**src/rtl/ffs_iterator.sv**
```systemverilog
// Sequential find-first-set iterator: accepts an N-bit mask and emits the position
// of every set bit, one per handshake, LSB-first or MSB-first, with ordinal and last flag.
module ffs_iterator #(
  parameter int  N         = 16,
  parameter bit  MSB_FIRST = 1'b0,
  localparam int W         = $clog2(N),
  localparam int CW        = $clog2(N + 1)
) (
  input  logic          clk,
  input  logic          rst,
  input  logic          flush,
  input  logic          load_valid,
  output logic          load_ready,
  input  logic [N-1:0]  load_data,
  output logic          pos_valid,
  input  logic          pos_ready,
  output logic [W-1:0]  pos_out,
  output logic [CW-1:0] idx_out,
  output logic          pos_last,
  output logic          empty_pulse,
  output logic          busy
);

  typedef enum logic {IDLE = 1'b0, SCAN = 1'b1} state_t;

  state_t          state_q, state_d;
  logic [N-1:0]    mask_q,  mask_d;
  logic [CW-1:0]   idx_q,   idx_d;
  logic            empty_q, empty_d;

  logic [W-1:0]    enc_pos;
  logic [N-1:0]    mask_cleared;
  logic            single_bit;

  // Exactly one bit set: nonzero and clearing the lowest set bit leaves nothing.
  assign single_bit = (mask_q != '0) && ((mask_q & (mask_q - N'(1))) == '0);

  // Priority encoder; the last matching iteration wins, so loop direction picks the end.
  always_comb begin
    enc_pos = '0;
    if (MSB_FIRST) begin
      for (int i = 0; i < N; i++) begin
        if (mask_q[i]) enc_pos = W'(i);
      end
    end else begin
      for (int i = N - 1; i >= 0; i--) begin
        if (mask_q[i]) enc_pos = W'(i);
      end
    end
  end

  always_comb begin
    if (MSB_FIRST) mask_cleared = mask_q & ~(N'(1) << enc_pos);
    else           mask_cleared = mask_q & (mask_q - N'(1));
  end

  // NOTE: sequential state uses non-blocking assignments so every flop samples
  // the pre-edge value of its _d input, independent of statement order.
  always_ff @(posedge clk or posedge rst) begin
    if (rst) begin
      state_q <= IDLE;
      mask_q  <= '0;
      idx_q   <= '0;
      empty_q <= 1'b0;
    end else begin
      state_q <= state_d;
      mask_q  <= mask_d;
      idx_q   <= idx_d;
      empty_q <= empty_d;
    end
  end

  // NOTE: every variable gets a default before any branch, so no path leaves
  // a value unassigned and no latch is inferred.
  always_comb begin
    state_d = state_q;
    mask_d  = mask_q;
    idx_d   = idx_q;
    empty_d = 1'b0;
    if (flush) begin
      state_d = IDLE;
      mask_d  = '0;
      idx_d   = '0;
    end else begin
      case (state_q)
        IDLE: begin
          if (load_valid && load_ready) begin
            if (load_data != '0) begin
              state_d = SCAN;
              mask_d  = load_data;
              idx_d   = '0;
            end else begin
              empty_d = 1'b1;
            end
          end
        end
        SCAN: begin
          if (pos_ready) begin
            mask_d = mask_cleared;
            idx_d  = idx_q + CW'(1);
            if (single_bit) state_d = IDLE;
          end
        end
        default: state_d = IDLE;
      endcase
    end
  end

  // Outputs are forced to zero outside SCAN so IDLE never shows stale positions.
  always_comb begin
    busy        = (state_q == SCAN);
    load_ready  = (state_q == IDLE) && !flush;
    pos_valid   = busy;
    pos_out     = busy ? enc_pos : '0;
    idx_out     = busy ? idx_q   : '0;
    pos_last    = busy && single_bit;
    empty_pulse = empty_q;
  end

endmodule

```
**config.mk**
```make
export PLATFORM = sky130hd
export DESIGN_NAME = ffs_iterator
export DESIGN_NICKNAME = d
export VERILOG_FILES = /design/src/rtl/ffs_iterator.sv
export SDC_FILE = /design/constraint.sdc
export NUM_CORES = 1
export LEC_CHECK = 0
export CAP_MARGIN = 15
export CORE_UTILIZATION = 50
export DETAILED_ROUTE_END_ITERATION = 10
export MAX_ROUTING_LAYER = met4
export PLACE_DENSITY = 0.8
export SYNTH_ARGS = -nofsm -noshare
export SYNTH_HDL_FRONTEND = slang
export SYNTH_SLANG_ARGS = --single-unit
```
**constraint.sdc**
```tcl
create_clock -name clk -period 2.4 [get_ports clk]
set_input_delay 0.48 -clock clk [delete_from_list [all_inputs] [get_ports clk]]
set_output_delay 0.48 -clock clk [all_outputs]
set_load 0.1 [all_outputs]
```
==> impl_metrics.ini, run 1 <==
[status]
status = finished with violations
failed_checks = design-rule violations, negative setup slack

[critical_path]
worst_ep_required_time_ns = 1.92
critPathCaptureType = output pin
cp_slowest_cell = dfrtp_1
timing.rr.start = mask_q[5]$_DFFE_PP0P_
r2r_setup_slk_ns = 0.40
cp-start-kind = flip-flop
worst-setup-path-type = reg -> out
cp-startpoint = mask_q[5]$_DFFE_PP0P_
worst_r2r_endpoint = busy$_DFF_PP0_
timing.reg2reg.worst_path_depth = 7
cp_data_arrival_time_ns = 2.24
path_max_fanout = 8
crit_path_cell_trace = buf_4, maj3_1, a2bb2oi_1, nor3_1, o21ai_1, nor4_4, buf_12
critical_path.max_stage_delay_ns = 0.43

[power]
swShare = 0.4128
irDropWorstVdd_v = 0.0004200
switching_power_mw = 0.5205
total_leakage_power_nw = 1.010
p_seq_frac = 0.357
combinational_fraction_of_design_power = 0.501
report.power.total_mw = 1.261
internal-power_mw = 0.7404
power_frac_clock = 0.142
power.density_mw_per_mm2 = 551.3

[global_routing]
maximum_number_of_pins_on_one_net_before_global_route_repair = 18
globalRoute.totalOverflow = 0
vias_in_the_first_global_route = 1559
groute.usage.overall = 0.3093
grt_antenna_before_repair = 0
grt_first_pass_wirelength_um = 7472

[floorplanning]
design.portCount = 35
floorplan.die_area_mm2 = 0.003288
coreArea_mm2 = 0.002829
start_util = 0.5414
die_height_um = 57.35
row_count = 19
fp.dieW_um = 57.35

[cells_and_area]
layout.cells.most_common = buf_4
layout.cells.most_common_list = buf_4 (38), dfrtp_1 (20), clkdlybuf4s50_1 (20)
drive_above_1_share = 0.3305
diodes = 0
area.growth.synth_to_final_pct = 49.35
seq_area_um2 = 581.8
finalCoreUtilization = 0.8085
fillCellCount = 170
multiInputGateArea_um2 = 992.2
final_nets = 256
layout_cells_excl_fill = 264

[synthesis]
synthesis.nets = 196
synthCells = 174
mux_cell_area_share_after_synthesis = 0
netlist_top_cells_area = dfrtp_1 (38%), a22o_1 (6.9%), o21ai_0 (6.5%)
post_synth_instance_area_mm2 = 0.001531
yosys_most_used_dff = dfrtp_1
synth_top_area_cell = dfrtp_1
post_synth_and_or_nand_nor_area_fraction = 0.2696
area_fraction_of_the_dominant_cell_type_after_synthesis = 0.3758
synth_cell_type_count = 45
synth.yosys.warnings = 0
largest_family_of_logic_cells_by_synthesized_area = compound AO/OA/AOI/OAI gates
synth_enable_flop_cells = 0
synthAdderAreaFrac = 0.01471
share_of_async_settable_or_async_resettable_flops_after_synthesis = 1.000
syn_area_per_cell_um2 = 8.802
post_synth_xor_area_fraction = 0.01716
ys_seq_area_frac = 0.3758
share_of_the_synthesized_area_in_compound_gates_ao_oa_aoi_oai = 0.2729
synth_seq_cells = 23

[clocking]
worstSkewPairLatency_ns = 0.31
numCtsBuffers = 3
cts_buffer_depth = 2
cts_tree = done
cts-root-buf = clkbuf_4
ctsHtreeMaxLevel = 1
hold_buf_cts = 0
cts.clk_slew.worst_paths_ns = 0.13
clock_sink_count = 23

[detailed_routing]
routed-via-count = 1721
drc_errors = 5
route.final.wire_length_um = 4672
first_pass_iters = 8
detailedRoute.firstIterationViolations = 121
wl_cell_um = 17.70
drt-vias-per-instance = 6.519
ant_nets = 0

[place]
hpwlAfterDp_um = 3722
dp.cells = 258
portBuffers = 34
globalplace.congestion = 0.9804
pre_cts_slack_ns = -0.04024

[sta]
finalCriticalPeriod_ns = 2.718
worst_clock_skew_ns = 0.006361
final_critical_path_setup_slack_ns = -0.3179
worst_slew_pin_slew_ns = 0.4220
timing.slew.headroom = 0.7184
hold_viol_final = 0
fin_setup_tns_ns = -0.4514
max_slew_vio_count = 0
final_setup_vio_count = 3
final_min_period_over_clock_period = 1.132
fmax_mhz = 367.9
rsz0062_at_grt = yes

[hold_path]
hold_path.class = in -> async

[run]
drv_cap = 0
state kept, by name, indices dropped and copies added (netlist names):
register	count
mask_q	16
busy	1
idx_q	5
empty_pulse	1
per-layer routing:
metal / share of wire / vias up / global-route usage / wire [um]
li1: - / 763 / - / -
met3: 0.080 / 18 / 0.04308 / 375
met2: 0.50 / 107 / 0.4934 / 2355
met4: 0.027 / 0 / 0.1394 / 127
met1: 0.39 / 833 / 0.3909 / 1814
met5: 0 / - / - / 0
synth_stat cells, types with 2 or more instances:
| master | count |
|---|---|
| dfrtp_1 | 23 |
| nor2_1 | 20 |
| o21ai_0 | 20 |
| nand2_1 | 13 |
| a22o_1 | 12 |
| inv_1 | 8 |
| and2_1 | 6 |
| nor3_1 | 6 |
| clkbuf_1 | 5 |
| nor4_2 | 5 |
| a21oi_1 | 4 |
| buf_2 | 4 |
| nand3_1 | 4 |
| a211oi_1 | 3 |
| a21o_1 | 3 |
| nor4_1 | 3 |
| nor4_4 | 3 |
| nand2b_1 | 2 |
| nand4_1 | 2 |
| o21ai_1 | 2 |
| xor2_1 | 2 |
kinds of logic after synthesis:
family / after synthesis
DFF: 23
buffers and inverters: 18
xor gates and xnor gates: 3
adders and majority gates: 2
AOI/OAI and AO/OA: 60
and+or+nand+nor: 68
per-stage QoR:
stage	hold slack [ns]	cell area, um2
floorplan	0.4789	1622
global placement	0.5023	2206
detailed placement	0.5098	2206
CTS	0.4452	2237
global route	0.4919	2287
finish	0.4464	2287
final cells by class:
type / instances / area share
Tap cell: 31 / 0.01696
Clock buffer: 3 / 0.009847
Inverter: 8 / 0.01313
Sequential cell: 23 / 0.2544
Timing Repair Buffer: 65 / 0.2697
Multi-Input combinational cell: 133 / 0.4338
Clock inverter: 1 / 0.002188
worst max-delay path by stage:
stage                                        to  slack [ns]  depth (start not counted)
after floorplan                        pos_last       -0.54                          6
final                                  pos_last       -0.32                          7
after global placement    mask_q[7]$_DFFE_PP0P_       0.002                          6
after detailed placement  mask_q[7]$_DFFE_PP0P_       -0.04                          6
after global routing                   pos_last       -0.42                          8
after CTS                              pos_last       -0.33                          7
worst max-delay path, delay by kind of cell (launching register included):
| family | cells | cell delay (ns) |
|---|---|---|
| fa+ha+maj | 1 | 0.36 |
| flops | 1 | 0.43 |
| buf+inv | 2 | 0.39 |
| simple gates | 2 | 0.48 |
| compound gates | 2 | 0.27 |
power groups by stage:
stage          clock network (mW)  logic [mW]  registers [mW]
6_report                    0.179       0.632           0.450
5_1_grt                     0.201       0.667           0.452
4_1_cts                     0.187       0.599           0.448
3_5_place_dp                    0       0.595           0.455
3_3_place_gp                    0       0.588           0.452
2_1_floorplan                   0       0.358           0.461
repair_timing:
item | CTS | global route
buffers inserted | 0 | 2
pin swaps | 0 | 4
hold endpoints to repair | 0 | 0
cloned | 0 | 0
gates resized for setup | 5 | 9
endpoints found under the setup margin | 4 | 5
Power figures use the tool's default switching activity.
==> run 2, diff against run 1 <==
Settings changed: HOLD_SLACK_MARGIN set to 0.12, SLEW_MARGIN set to 20.
==> results of run 2 <==
Same layout as run 1: the final DEF is identical, and so are final timing and power.
==> run 3, diff against run 2 <==
Settings changed: CELL_PAD_IN_SITES_DETAIL_PLACEMENT set to 1, CELL_PAD_IN_SITES_GLOBAL_PLACEMENT set to 1, CORE_UTILIZATION 50 to 37, CTS_CLUSTER_SIZE set to 40, PLACE_DENSITY 0.8 to not set, PLACE_DENSITY_LB_ADDON set to 0.1.
==> run 3 against run 2 <==
  * The run ends with negative setup slack left
  * Largest cell class unchanged
  * Clock power increased by 46%
  * Wire length increased by 17%
  * Power increased by 9.3%
  * Critical path type unchanged
  * Non-clock buffer count increased by 7
  * Flip-flop and latch count unchanged
==> impl_metrics.ini, run 3 (synthesis gave the netlist of run 1 again) <==
[sta]
fmax_mhz = 359.0
final_min_period_over_clock_period = 1.160
final_critical_path_setup_slack_ns = -0.3852
timing.slew.headroom = 0.5337
hold_viol_final = 0
max_slew_vio_count = 0
worst_clock_skew_ns = 0.009092
final_setup_vio_count = 2
finalCriticalPeriod_ns = 2.785
fin_setup_tns_ns = -0.4742
worst_slew_pin_slew_ns = 0.6987
rsz0062_at_grt = yes

[power]
total_leakage_power_nw = 1.049
irDropWorstVdd_v = 0.0002563
power.density_mw_per_mm2 = 578.2

[floorplanning]
coreArea_mm2 = 0.004000
die_height_um = 66.34
row_count = 23
start_util = 0.3829
fp.dieW_um = 66.34
floorplan.die_area_mm2 = 0.004400
design.portCount = 35

[cells_and_area]
area.growth.synth_to_final_pct = 55.64
final_nets = 263
largest_register = mask_q
finalCoreUtilization = 0.5959
fin_area_mm2 = 0.002384
diodes = 0
biggest_regs = mask_q: 16 flops, idx_q: 5 flops
largest_register_ff_count = 16
drive_above_1_share = 0.3458
multiInputGateArea_um2 = 997.2
layout.cells.most_common_list = buf_4 (46), dfrtp_1 (20), clkdlybuf4s50_1 (20)
layout.cells.most_common = buf_4
fillCellCount = 472
seq_area_um2 = 581.8
layout_cells_excl_fill = 290

[critical_path]
timing.reg2reg.worst_path_depth = 8
critical_path.max_stage_delay_ns = 0.42
critical-path-top-delay-family = simple AND/OR/NAND/NOR gates
worst-setup-path-type = reg -> out
cp_slowest_cell = dfrtp_1
path_max_fanout = 5
worst_ep_required_time_ns = 1.92
cp_data_arrival_time_ns = 2.31
crit_top_cell = nor4_4
cp_num_buf_inv = 2
timing.rr.start = mask_q[0]$_DFFE_PP0P_
cp-startpoint = mask_q[0]$_DFFE_PP0P_
cp-start-kind = flip-flop
critPathCaptureType = output pin
worst_r2r_endpoint = busy$_DFF_PP0_
crit_path_cell_trace = nor4_4, buf_4, nand3_4, o21ai_2, o211ai_1, nor4_4, buf_12
r2r_setup_slk_ns = 0.23

[detailed_routing]
drc_errors = 0
wl_cell_um = 18.82
route.final.wire_length_um = 5457
routed-via-count = 1667
first_pass_iters = 4
detailedRoute.firstIterationViolations = 101
ant_nets = 0
drt-vias-per-instance = 5.748

[global_routing]
grt_antenna_before_repair = 0
groute.usage.overall = 0.2656
vias_in_the_first_global_route = 1731
grt_first_pass_wirelength_um = 8480
maximum_number_of_pins_on_one_net_before_global_route_repair = 18
globalRoute.totalOverflow = 0

[status]
status = finished with violations
failed_checks = negative setup slack

[hold_path]
worstHoldStart = idx_q[1]$_DFFE_PP0P_
hold_path.class = reg -> reg
min_to = idx_q[1]$_DFFE_PP0P_
min_delay_path_depth = 2

[clocking]
clock_sink_count = 23
cts_buffer_depth = 2
hold_buf_cts = 0
cts-root-buf = clkbuf_8
cts.clk_slew.worst_paths_ns = 0.10
ctsHtreeMaxLevel = 1
cts_tree = done
numCtsBuffers = 3
worstSkewPairLatency_ns = 0.28

[place]
hpwlAfterDp_um = 4043
portBuffers = 34
placed_cell_area_mm2 = 0.002245
globalplace.congestion = 0.8818
dp.cells = 279

[run]
drv_cap = 0
run 3: layout make-up:
cell class                      count  share of cell area
Timing Repair Buffer               72              0.2793
Sequential cell                    23              0.2441
Clock inverter                      1            0.002100
Clock buffer                        3             0.01732
Inverter                            8             0.01260
Multi-Input combinational cell    133              0.4184
Tap cell                           50             0.02625
run 3: stage by stage:
step / power (mW) / worst slack [ns] / hold WS [ns]
2_1_floorplan: 0.8184 / -0.5390 / 0.4789
3_3_place_gp: 1.064 / -0.04099 / 0.5001
3_5_place_dp: 1.077 / -0.1249 / 0.5304
4_1_cts: 1.348 / -0.3459 / 0.5570
5_1_grt: 1.440 / -0.4899 / 0.5941
6_report: 1.378 / -0.3852 / 0.5517
run 3: worst max path at each step:
stage / end / slack, ns / depth (start not counted)
2_1_floorplan: pos_last / -0.54 / 6
3_3_place_gp: mask_q[7]$_DFFE_PP0P_ / -0.04 / 6
3_5_place_dp: mask_q[7]$_DFFE_PP0P_ / -0.12 / 6
4_1_cts: pos_last / -0.35 / 7
5_1_grt: pos_last / -0.49 / 7
6_report: pos_last / -0.39 / 7
run 3: metal layers:
metal	share of wire	wire length (um)	GRT usage
met2	0.51	2786	0.4413
met1	0.43	2349	0.3273
met5	0	0	-
met3	0.038	208	0.03793
met4	0.021	112	0.09574
run 3: power by group:
| part | switching, mW | internal [mW] | total, mW |
|---|---|---|---|
| registers | 0.0363 | 0.412 | 0.448 |
| logic | 0.388 | 0.281 | 0.669 |
| clock network | 0.145 | 0.117 | 0.261 |
run 3: tightest hold or removal path, delay by kind of cell, from the launching register on:
| family | cells | cell delay [ns] |
|---|---|---|
| and+or+nand+nor | 2 | 0.12 |
| DFF | 1 | 0.40 |
run 3: what timing repair did:
action                                  CTS  global route
pin swaps                                 4             7
setup buffers                             1             6
resized for setup                         4             9
endpoints found under the setup margin    3             4
